`config.mk`:
```
export PLATFORM = sky130hd
export DESIGN_NAME = tea_dec_stream
export DESIGN_NICKNAME = d
export VERILOG_FILES = /design/src/rtl/tea_dec_stream.sv
export SDC_FILE = /design/constraint.sdc
export NUM_CORES = 1
export LEC_CHECK = 0
export BUFFER_PORTS_ARGS = -buffer_cell sky130_fd_sc_hd__buf_2
export CAP_MARGIN = 10
export CORE_ASPECT_RATIO = 0.75
export CORE_MARGIN = 2
export CORE_UTILIZATION = 49
export CTS_CLUSTER_DIAMETER = 200
export DETAILED_ROUTE_END_ITERATION = 12
export PLACE_DENSITY = 0.82
export RECOVER_POWER = 25
export SLEW_MARGIN = 20
export SYNTH_ARGS = -nofsm -noshare
export SYNTH_HDL_FRONTEND = slang
export SYNTH_SLANG_ARGS = --single-unit
export TNS_END_PERCENT = 100
```
`constraint.sdc`:
```
create_clock -name clk -period 3.2 [get_ports clk]
set_clock_uncertainty 0.2 [all_clocks]
set_input_delay 0.16 -clock clk [delete_from_list [all_inputs] [get_ports clk]]
set_output_delay 0.16 -clock clk [all_outputs]
set_load 0.005 [all_outputs]
```
`src/rtl/tea_dec_stream.sv`:
```
// tea_dec_stream: byte-stream wrapper around a combinational TEA decryptor.
// Collects 8 ciphertext bytes, holds the core inputs, then emits 8 plaintext bytes.
//
// Ports:
//   clk, rst        clock; asynchronous active-low reset
//   key_in/key_load 128-bit key and its capture strobe (only at block start)
//   in_data/valid/ready    ciphertext byte stream (valid/ready handshake)
//   dec_block/dec_key      registered inputs to the decryptor core
//   dec_result             combinational result from the core
//   out_data/valid/ready   plaintext byte stream (valid/ready handshake)
//   busy            high while waiting on the core or emitting bytes
module tea_dec_stream #(
  parameter int unsigned SETTLE_CYCLES = 4
) (
  input  logic         clk,
  input  logic         rst,
  input  logic [127:0] key_in,
  input  logic         key_load,
  input  logic [7:0]   in_data,
  input  logic         in_valid,
  output logic         in_ready,
  output logic [63:0]  dec_block,
  output logic [127:0] dec_key,
  input  logic [63:0]  dec_result,
  output logic [7:0]   out_data,
  output logic         out_valid,
  input  logic         out_ready,
  output logic         busy
);

  typedef enum logic [1:0] {
    S_COLLECT,
    S_WAIT,
    S_EMIT
  } state_t;

  localparam logic [3:0] LP_SETTLE = 4'(SETTLE_CYCLES);

  state_t       r_state;
  state_t       w_next;
  logic [2:0]   r_byte_cnt;
  logic [3:0]   r_settle_cnt;
  logic [63:0]  r_block;
  logic [127:0] r_key;
  logic [63:0]  r_result;

  logic         w_in_xfer;
  logic         w_out_xfer;
  logic         w_last;
  logic [2:0]   w_lane;
  logic         w_capture;
  logic         w_key_ok;

  assign w_in_xfer  = in_valid & in_ready;
  assign w_out_xfer = out_valid & out_ready;
  assign w_last     = (r_byte_cnt == 3'd7);

  // Stream byte i lands in 64-bit byte lane {i[2], ~i[1:0]}:
  // b0..b3 fill [31:0] MSB first, b4..b7 fill [63:32].
  assign w_lane = {r_byte_cnt[2], ~r_byte_cnt[1:0]};

  // Counter restarts at the b7 edge, so the capture lands
  // SETTLE_CYCLES+1 edges later; the core sees stable inputs
  // for at least SETTLE_CYCLES full cycles.
  assign w_capture = (r_state == S_WAIT) &&
                     (r_settle_cnt == LP_SETTLE);

  assign w_key_ok = key_load && (r_state == S_COLLECT) &&
                    (r_byte_cnt == 3'd0);

  always_ff @(posedge clk or negedge rst) begin
    if (!rst) begin
      r_state <= S_COLLECT;
    end else begin
      r_state <= w_next;
    end
  end

  always_comb begin
    w_next    = r_state;
    in_ready  = 1'b0;
    out_valid = 1'b0;
    busy      = 1'b0;
    unique case (r_state)
      S_COLLECT: begin
        in_ready = 1'b1;
        if (in_valid && w_last) begin
          w_next = S_WAIT;
        end
      end
      S_WAIT: begin
        busy = 1'b1;
        if (w_capture) begin
          w_next = S_EMIT;
        end
      end
      S_EMIT: begin
        busy      = 1'b1;
        out_valid = 1'b1;
        if (out_ready && w_last) begin
          w_next = S_COLLECT;
        end
      end
      default: begin
        w_next = S_COLLECT;
      end
    endcase
  end

  always_ff @(posedge clk or negedge rst) begin
    if (!rst) begin
      r_byte_cnt   <= '0;
      r_settle_cnt <= '0;
      r_block      <= '0;
      r_key        <= '0;
      r_result     <= '0;
    end else begin
      if (w_in_xfer || w_out_xfer) begin
        r_byte_cnt <= r_byte_cnt + 3'd1;
      end
      if (w_in_xfer) begin
        r_block[{w_lane, 3'b000} +: 8] <= in_data;
      end
      if (w_key_ok) begin
        r_key <= key_in;
      end
      if (w_in_xfer && w_last) begin
        r_settle_cnt <= '0;
      end else if (r_state == S_WAIT) begin
        r_settle_cnt <= r_settle_cnt + 4'd1;
      end
      if (w_capture) begin
        r_result <= dec_result;
      end
    end
  end

  assign dec_block = r_block;
  assign dec_key   = r_key;
  assign out_data  = out_valid ? r_result[{w_lane, 3'b000} +: 8]
                               : 8'h00;

endmodule

```
==> results of run 1 <==
-- where the power goes --
part	internal [mW]	switching, mW
Sequential	5.03	1.02
Combinational	3.11	2.32
Clock	1.78	1.32
Total	9.92	4.66
-- metrics by stage --
| step | setup slack [ps] | cell area [um2] | hold WS (ps) | std cells | total power [mW] |
|---|---|---|---|---|---|
| final | 501 | 15900 | 196 | 1577 | 14.6 |
| after global routing | 231 | 15900 | 193 | 1577 | 15.3 |
| after CTS | 592 | 16000 | 101 | 1575 | 14.4 |
| after detailed placement | 671 | 13100 | 58.5 | 1325 | 11.1 |
| after global placement | 724 | 13100 | 57.3 | 1325 | 10.8 |
| after floorplan | 598 | 10700 | -336 | 652 | 8.80 |
-- layout make-up --
class | instances | area (um2) | share of cell area
diodes | 2 | 5.00 | 0.000314
clock buffers | 42 | 832 | 0.0522
clock inverters | 5 | 31.3 | 0.00196
inverters | 7 | 26.3 | 0.00165
multi-input cells | 347 | 3900 | 0.245
flip-flops and latches | 265 | 6630 | 0.416
well taps | 288 | 360 | 0.0226
repair buffers | 621 | 4150 | 0.260
-- metal layers --
metal	global-route usage	part of all wire	vias up
li1	-	-	3579
met1	0.317	0.36	4134
met2	0.537	0.53	375
met3	0.0802	0.076	107
met4	0.119	0.040	0
met5	0	0	-
-- worst max-delay path: cells and delay by family, from the launching register on --
kind / cells / cell delay, ps
DFF: 1 / 370
AOI/OAI and AO/OA: 1 / 110
buffers and inverters: 2 / 530
muxes: 1 / 690
and+or+nand+nor: 1 / 130
-- sequential cells by signal, indices dropped and copies added, names as in the netlist --
name	count
dec_key	128
r_settle_cnt	4
dec_block	64
r_byte_cnt	3
r_state	2
r_result	64
-- placed cells by master (no fill, tap or decap), types with 5 or more instances in the layout --
| cell type | n |
|---|---|
| a21boi_0 | 9 |
| buf_2 | 366 |
| buf_4 | 5 |
| clkbuf_1 | 46 |
| clkbuf_16 | 27 |
| clkbuf_8 | 10 |
| dfrtp_1 | 265 |
| dlygate4sd3_1 | 203 |
| ha_1 | 10 |
| inv_1 | 6 |
| mux2_2 | 234 |
| mux2_4 | 24 |
| mux4_1 | 5 |
| mux4_2 | 11 |
| nand2_1 | 19 |
| nor2_1 | 6 |
-- repair_timing --
action,in CTS,in global routing
hold buffers,203,0
hold endpoints to repair,360,0
setup buffers,0,0
gates resized for setup,0,0
-- worst paths after layout --
path                                      startpoint                         to  slack, ps  cells after the start
max                        r_byte_cnt[0]$_DFFE_PN0P_                out_data[3]        500                      5
min                                       key_in[17]    dec_key[17]$_DFFE_PN0P_        200                      3
max reg2reg                r_byte_cnt[1]$_DFFE_PN0P_  dec_block[43]$_DFFE_PN0P_        640                      6
min reg2reg                 dec_key[104]$_DFFE_PN0P_   dec_key[104]$_DFFE_PN0P_        300                      1
max in group asynchronous                        rst  dec_block[41]$_DFFE_PN0P_        700                      3
min in group asynchronous                        rst  dec_block[24]$_DFFE_PN0P_        700                      2
-- kinds of logic (layout without fill, tap and decap cells) --
family          after synthesis  count (layout)  synth area share
mux                         276             276             0.316
flops                       265             265             0.617
simple gates                 44              44            0.0228
buf+inv                      40             675            0.0203
compound gates               13              13           0.00908
fa+ha+maj                    10              10            0.0116
xor+xnor                      4               4           0.00326
other cells                   0               2                 0
==> metrics, run 1 <==
worst hold path type in -> reg; full die area approximately 23000 um2; filler cell count between 1000 and 1500; worst rel slew slack -0.541; CTS tree yes; net count after synthesis 867; slowest CP cell mux4_1; clk sink count roughly 270; Iter 0 DRT Violations 378; Synth Cell Area ~11000 um2; Pwr Density around 910 nW/um2; Max clock buf depth 3; CP Launch Type flip-flop; max-cap viol count 1; router iterations before antenna repair 4; WL final 34200 um; CP Class reg -> out; die height roughly 130 um; Synth Instances ~650; Sum Neg Setup Slack 0 ps; RSZ-0062 raised after global routing false; crit-path max cell delay 690 ps; largest net degree at the start of global routing between 100 and 150; H-tree levels 1; most frequent cell after synthesis dfrtp_1; status finished with violations; num ports roughly 410; Final ANT Viol Nets 0; Post-synth EDFFs 0; CP arrival between 2000 and 2500 ps; Async S/R FF share, synth 1.00; Worst Path Required between 2000 and 3000 ps; crit-path cells buf_4 -> mux4_1 -> nand2_1 -> a21boi_0 -> buf_2; synth warn 0; Initial Utilization 0.503; Tmin final 2700 ps; share of cells above drive strength 1 0.537; Setup crit end kind output pin; Post-synth top cells 265 x dfrtp_1, 234 x mux2_2, 27 x buf_2, 24 x mux2_4, 19 x nand2_1; Hold Vio Cnt, Final 0; Nets 1484; P&R area growth vs syn 48.2%; CP Max Fanout 22; Final Cycle Share 0.843; utilization after layout 0.746; vias in the first global route ~9400; Core Area roughly 21000 um2; Slew Limit Fails 99; f_max around 370 MHz; DRC Markers 0; Worst-path clk slew 70 ps; Die W ~180 um; top-area cell type share of the netlist area 0.617; first-pass GRT wire length 52100 um; Yosys reg bits ~270; post-synth cell types 37; clk_lat worst skew 530 ps; row count 46; via count 8195; Num CTS Buffers 27; RePlAce Congestion ~0.83; Synth Flop Type dfrtp_1; CTS root buffer clkbuf_16; detailed-route wire length per cell roughly 22 um; number of port buffers between 400 and 500; initial antenna violation count 2; DP Wirelength about 20000 um; setup violators final 0; peak supply drop between 0.6 and 0.7 mV; All-Layer GR Usage 0.292; dominant cell type by area after synthesis dfrtp_1; violated checks capacitance limit, slew limit; post-synthesis sequential area ratio 0.617; Least-Margin Pin Slew ~2300 ps; vias per inst between 5 and 6; GRT overflow 0; syn_area_per_cell around 16 um2; main area contributors after synthesis dfrtp_1 62%, mux2_2 25%, mux2_4 3.4%; leakage 7.75 nW
(Power assumes the default switching activity.)
==> run 2: changes to the inputs <==
Settings changed: CORE_UTILIZATION 49 to 44, PLACE_DENSITY 0.82 to 0.78.
Clock period 3.2 ns to 2.3 ns, I/O delays scaled along.
==> run 2 against run 1 <==
Sequential share of layout area decreased by 1.1 points. Count of clock-buffer cells in the layout shrank 3. Total power up 43%. Critical path type unchanged. Largest power group unchanged. Combinational power is 47% higher. Worst hold slack got worse by 150 ps. Die area up 11%. The run ends with setup timing left. Register-to-register slack got worse by 650 ps. Global-route usage down 4.0 points. Design area up 2.6%. First-iteration DRC count rose by 0.53%. Sequential power increased by 38%.
==> metrics, run 2 (synthesized netlist as in run 1, its figures left out) <==
initial antenna violation count 3; utilization after layout 0.682; worst rel slew slack 0.342; Final ANT Viol Nets 0; P&R area growth vs syn 52.1%; Post-DP Area about 13000 um2; CTS tree yes; All-Layer GR Usage 0.251; slowest CP cell mux4_2; first-pass GRT wire length between 50000 and 60000 um; RePlAce Congestion between 0.8 and 0.9; violated checks setup timing; crit-path cells buf_6 -> buf_12 -> mux4_2 -> nand2_2 -> a21boi_2 -> buf_2; CP arrival ~2000 ps; setup ws final -11.1 ps; leakage 7.78 nW; Iter 0 DRT Violations between 300 and 400; status finished with violations; Worst Hold Margin between 40 and 50 ps; via count between 8000 and 9000; largest net degree at the start of global routing just over 70; share of cells above drive strength 1 0.529; die height 139 um; filler cell count about 1600; RSZ-0062 raised after global routing true; Core Area roughly 24000 um2; Slew Limit Fails 0; Hold Vio Cnt, Final 0; detailed-route wire length per cell a little under 20 um; most common cell after layout, fill and taps aside buf_2; clk sink count 265; full die area between 20000 and 30000 um2; Worst-path clk slew roughly 60 ps; row count ~50; Setup crit end kind output pin; crit-path max cell delay roughly 520 ps; Initial Utilization 0.448; Placement Setup Slack -7.69 ps; WL final ~33000 um; worst hold path type in -> reg; CP Class reg -> out; Pwr Density roughly 1300 nW/um2; Final Cycle Share 1.00; flip-flop count of the largest register after layout 128; CP Launch Type flip-flop; GRT overflow 0; Max clock buf depth 3; peak supply drop 0.946 mV; Worst Path Required 1990 ps; num ports a little over 400; commonest cells after routing, fill and taps aside 319 x buf_2, 265 x dfrtp_1, 234 x mux2_2; max-cap viol count 0; H-tree levels 1; Die W 184 um; total power 20.8 mW; setup violators final 3; Tmin final between 2000 and 2500 ps; Least-Margin Pin Slew 988 ps; vias in the first global route ~9100; vias per inst between 4 and 5; DRC Markers 0; clk_lat worst skew between 500 and 600 ps; DP Wirelength between 20000 and 25000 um; router iterations before antenna repair 4; CP Max Fanout 8; number of port buffers between 400 and 500; final instance area roughly 16000 um2; f_max approximately 430 MHz; Nets 1508; Num CTS Buffers 27; CTS root buffer clkbuf_16
[run 2: changes by cell type in the layout (fill, tap and decap cells not counted), sizes merged]
cell	before	now
diode	2	4
bufinv	0	3
dlygate4sd3	203	204
buf	375	353
clkinv	4	5
clkbuf	85	127
[run 2: area by class of cell]
cell class | instances | area (um2) | area share
sequential | 265 | 6630 | 0.406
tap | 331 | 414 | 0.0253
inverter | 7 | 30.0 | 0.00184
clock inverter | 9 | 133 | 0.00811
clock buffer | 39 | 781 | 0.0478
antenna | 4 | 10.0 | 0.000612
timing repair buffer | 645 | 4390 | 0.268
multi-input combinational | 347 | 3960 | 0.242
[run 2: power breakdown]
group          total [mW]  leakage (nW)  switching (mW)  internal (mW)
Clock                4.53         0.447            1.84           2.70
Combinational        7.97          4.14            3.33           4.64
Sequential           8.34          3.20            1.35           7.00
Total                20.8          7.78            6.51           14.3
[run 2: path summary, 6_finish.rpt]
check | start | endpoint | depth (start not counted) | slack [ps]
setup / recovery | r_byte_cnt[0]$_DFFE_PN0P_ | out_data[3] | 6 | -10
hold reg to reg | dec_key[23]$_DFFE_PN0P_ | dec_key[23]$_DFFE_PN0P_ | 1 | 300
max in group asynchronous | rst | dec_key[15]$_DFFE_PN0P_ | 4 | 360
setup reg to reg | r_byte_cnt[0]$_DFFE_PN0P_ | dec_block[47]$_DFFE_PN0P_ | 7 | -10
hold / removal | key_load | dec_key[40]$_DFFE_PN0P_ | 4 | 50
min in group asynchronous | rst | dec_block[21]$_DFFE_PN0P_ | 3 | 680
[run 2: worst max-delay path: cells and delay by family, from the launching register on]
| kind | cells | cell delay, ps |
|---|---|---|
| DFF | 1 | 360 |
| muxes | 1 | 520 |
| AOI/OAI and AO/OA | 1 | 50 |
| and+or+nand+nor | 1 | 90 |
| buffers and inverters | 3 | 460 |
[run 2: stage by stage]
| step | instances | TNS [ps] |
|---|---|---|
| 3_5_place_dp | 1388 | -26.1 |
| 4_1_cts | 1645 | -755 |
| 2_1_floorplan | 652 | -6.98 |
| 6_report | 1647 | -19.7 |
| 3_3_place_gp | 1388 | 0 |
| 5_1_grt | 1647 | -1250 |
[run 2: repair_timing]
action | in CTS | in global routing
pin swaps | 11 | 11
hold buffers | 204 | 0
hold endpoints to repair | 530 | 0
gates resized for setup | 22 | 21
setup buffers | 3 | 1
setup endpoints to repair | 16 | 44
cloned | 2 | 0
[run 2: metal layers]
| metal | vias to the layer above | share of wire | track usage |
|---|---|---|---|
| met2 | 313 | 0.51 | 0.445 |
| met3 | 84 | 0.064 | 0.0599 |
| met5 | - | 0 | 0 |
| met1 | 4098 | 0.40 | 0.298 |
| li1 | 3623 | - | - |
| met4 | 0 | 0.034 | 0.0909 |
==> run 3: changes to the inputs <==
Settings changed: PLACE_DENSITY 0.78 to 0.76.
==> run 3 against run 2 <==
Fmax shrank 0.77%. Highest routed layer unchanged. Setup slack lost 18 ps. Total power grew 0.65%. Final cell count is essentially flat. Design area grew 0.54%. Register-to-register slack gained 30 ps. Sequential power grew 0.5%. Die area is the same. The run ends with capacitance limit, slew limit, setup timing left.
==> metrics, run 3 (synthesized netlist as in run 1, its figures left out) <==
RePlAce Congestion a little under 0.8; final instance area 16400 um2; Post-DP Area roughly 13000 um2; Core Area 24000 um2; CTS tree yes; Nets 1511; via count just over 8000; CP Class reg -> out; Num CTS Buffers 26; full die area about 26000 um2; commonest cells after routing, fill and taps aside 406 x buf_2, 265 x dfrtp_1, 234 x mux2_2; initial antenna violation count 3; setup ws final -29.0 ps; Placement Setup Slack roughly 21 ps; Hold Vio Cnt, Final 0; Final Cycle Share 1.01; DP Wirelength 21000 um; num ports roughly 410; status finished with violations; peak supply drop between 0.8 and 0.9 mV; DRC Markers 0; number of port buffers 407; Max clock buf depth 3; most common cell after layout, fill and taps aside buf_2; Iter 0 DRT Violations around 370; Worst Hold Margin approximately 70 ps; violated checks capacitance limit, slew limit, setup timing; clk sink count between 200 and 300; share of cells above drive strength 1 0.595; Worst-path clk slew approximately 60 ps; crit-path max cell delay approximately 530 ps; Final ANT Viol Nets 0; crit-path cells buf_6 -> buf_12 -> mux4_2 -> nand2_2 -> a21boi_2 -> buf_2; die height between 100 and 150 um; row count between 40 and 50; vias in the first global route around 9000; Slew Limit Fails 32; Die W between 150 and 200 um; slowest CP cell mux4_2; worst rel slew slack -0.0609; Worst Path Required about 2000 ps; CP Launch Type flip-flop; GRT overflow 0; CTS root buffer clkbuf_16; Initial Utilization 0.448; CP arrival ~2000 ps; Setup crit end kind output pin; P&R area growth vs syn 53.0%; WL final roughly 34000 um; Crit path max-delay family multiplexers; RSZ-0062 raised after global routing true; Pwr Density 1280 nW/um2; leakage 8.04 nW; detailed-route wire length per cell 20.5 um; clk_lat worst skew 520 ps; first-pass GRT wire length around 51000 um; vias per inst around 5.0; H-tree levels 1; Least-Margin Pin Slew 1590 ps; max-cap viol count 1; f_max 429 MHz; worst hold path type in -> async; CP Max Fanout 7; flip-flop count of the largest register after layout about 130; setup violators final 2; Tmin final between 2000 and 2500 ps; largest net degree at the start of global routing 65; router iterations before antenna repair 4; WP buf/inv 3; All-Layer GR Usage 0.255; utilization after layout 0.686
[run 3: power by group]
group	switching [mW]	internal [mW]
registers	1.38	7.00
logic	3.33	4.82
clock network	1.79	2.66
total	6.51	14.5
[run 3: area by class of cell]
type,count,area (um2)
Sequential cell,265,6630
Antenna cell,3,7.51
Inverter,7,27.5
Multi-Input combinational cell,347,3970
Clock buffer,37,773
Clock inverter,7,116
Fill cell,1546,7530
Tap cell,331,414
Timing Repair Buffer,649,4500
[run 3: what timing repair did]
item,4_1_cts,5_1_grt
pin swaps,11,12
resized for setup,20,26
endpoints found under the setup margin,8,40
hold buffers,204,2
gates cloned,1,0
setup buffers,2,0
hold endpoints to repair,530,15
[run 3: stage by stage]
step / power, mW / instances / setup TNS (ps)
after floorplan: 12.3 / 652 / -6.98
after global placement: 15.3 / 1390 / 0
after detailed placement: 15.6 / 1390 / 0
after CTS: 20.6 / 1641 / -59.0
after global routing: 22.1 / 1646 / -715
final: 21.0 / 1646 / -41.0
[run 3: worst paths after layout]
path | slack [ps] | end | depth (start not counted) | from
worst min-delay path | 70 | dec_key[52]$_DFFE_PN0P_ | 3 | rst
max in group asynchronous | 380 | dec_key[107]$_DFFE_PN0P_ | 3 | rst
worst max register to register | 20 | dec_block[61]$_DFFE_PN0P_ | 8 | r_byte_cnt[0]$_DFFE_PN0P_
worst max-delay path | -30 | out_data[4] | 6 | r_byte_cnt[0]$_DFFE_PN0P_
worst min register to register | 300 | dec_block[48]$_DFFE_PN0P_ | 1 | dec_block[48]$_DFFE_PN0P_
min in group clk | 100 | dec_key[115]$_DFFE_PN0P_ | 4 | key_load
[run 3: worst reg2reg max path, delay by kind of cell, from the launching register on]
family | cells | cell delay [ps]
flip-flops | 1 | 390
adder cells (fa/ha/maj) | 1 | 220
AND/OR/NAND/NOR | 2 | 560
buffers and inverters | 4 | 500
multiplexers | 1 | 300
[run 3: layer usage]
metal	GRT usage	part of all wire	vias up
met5	0	0	-
li1	-	-	3619
met2	0.449	0.50	367
met3	0.0665	0.073	75
met1	0.307	0.39	4132
met4	0.0775	0.032	0
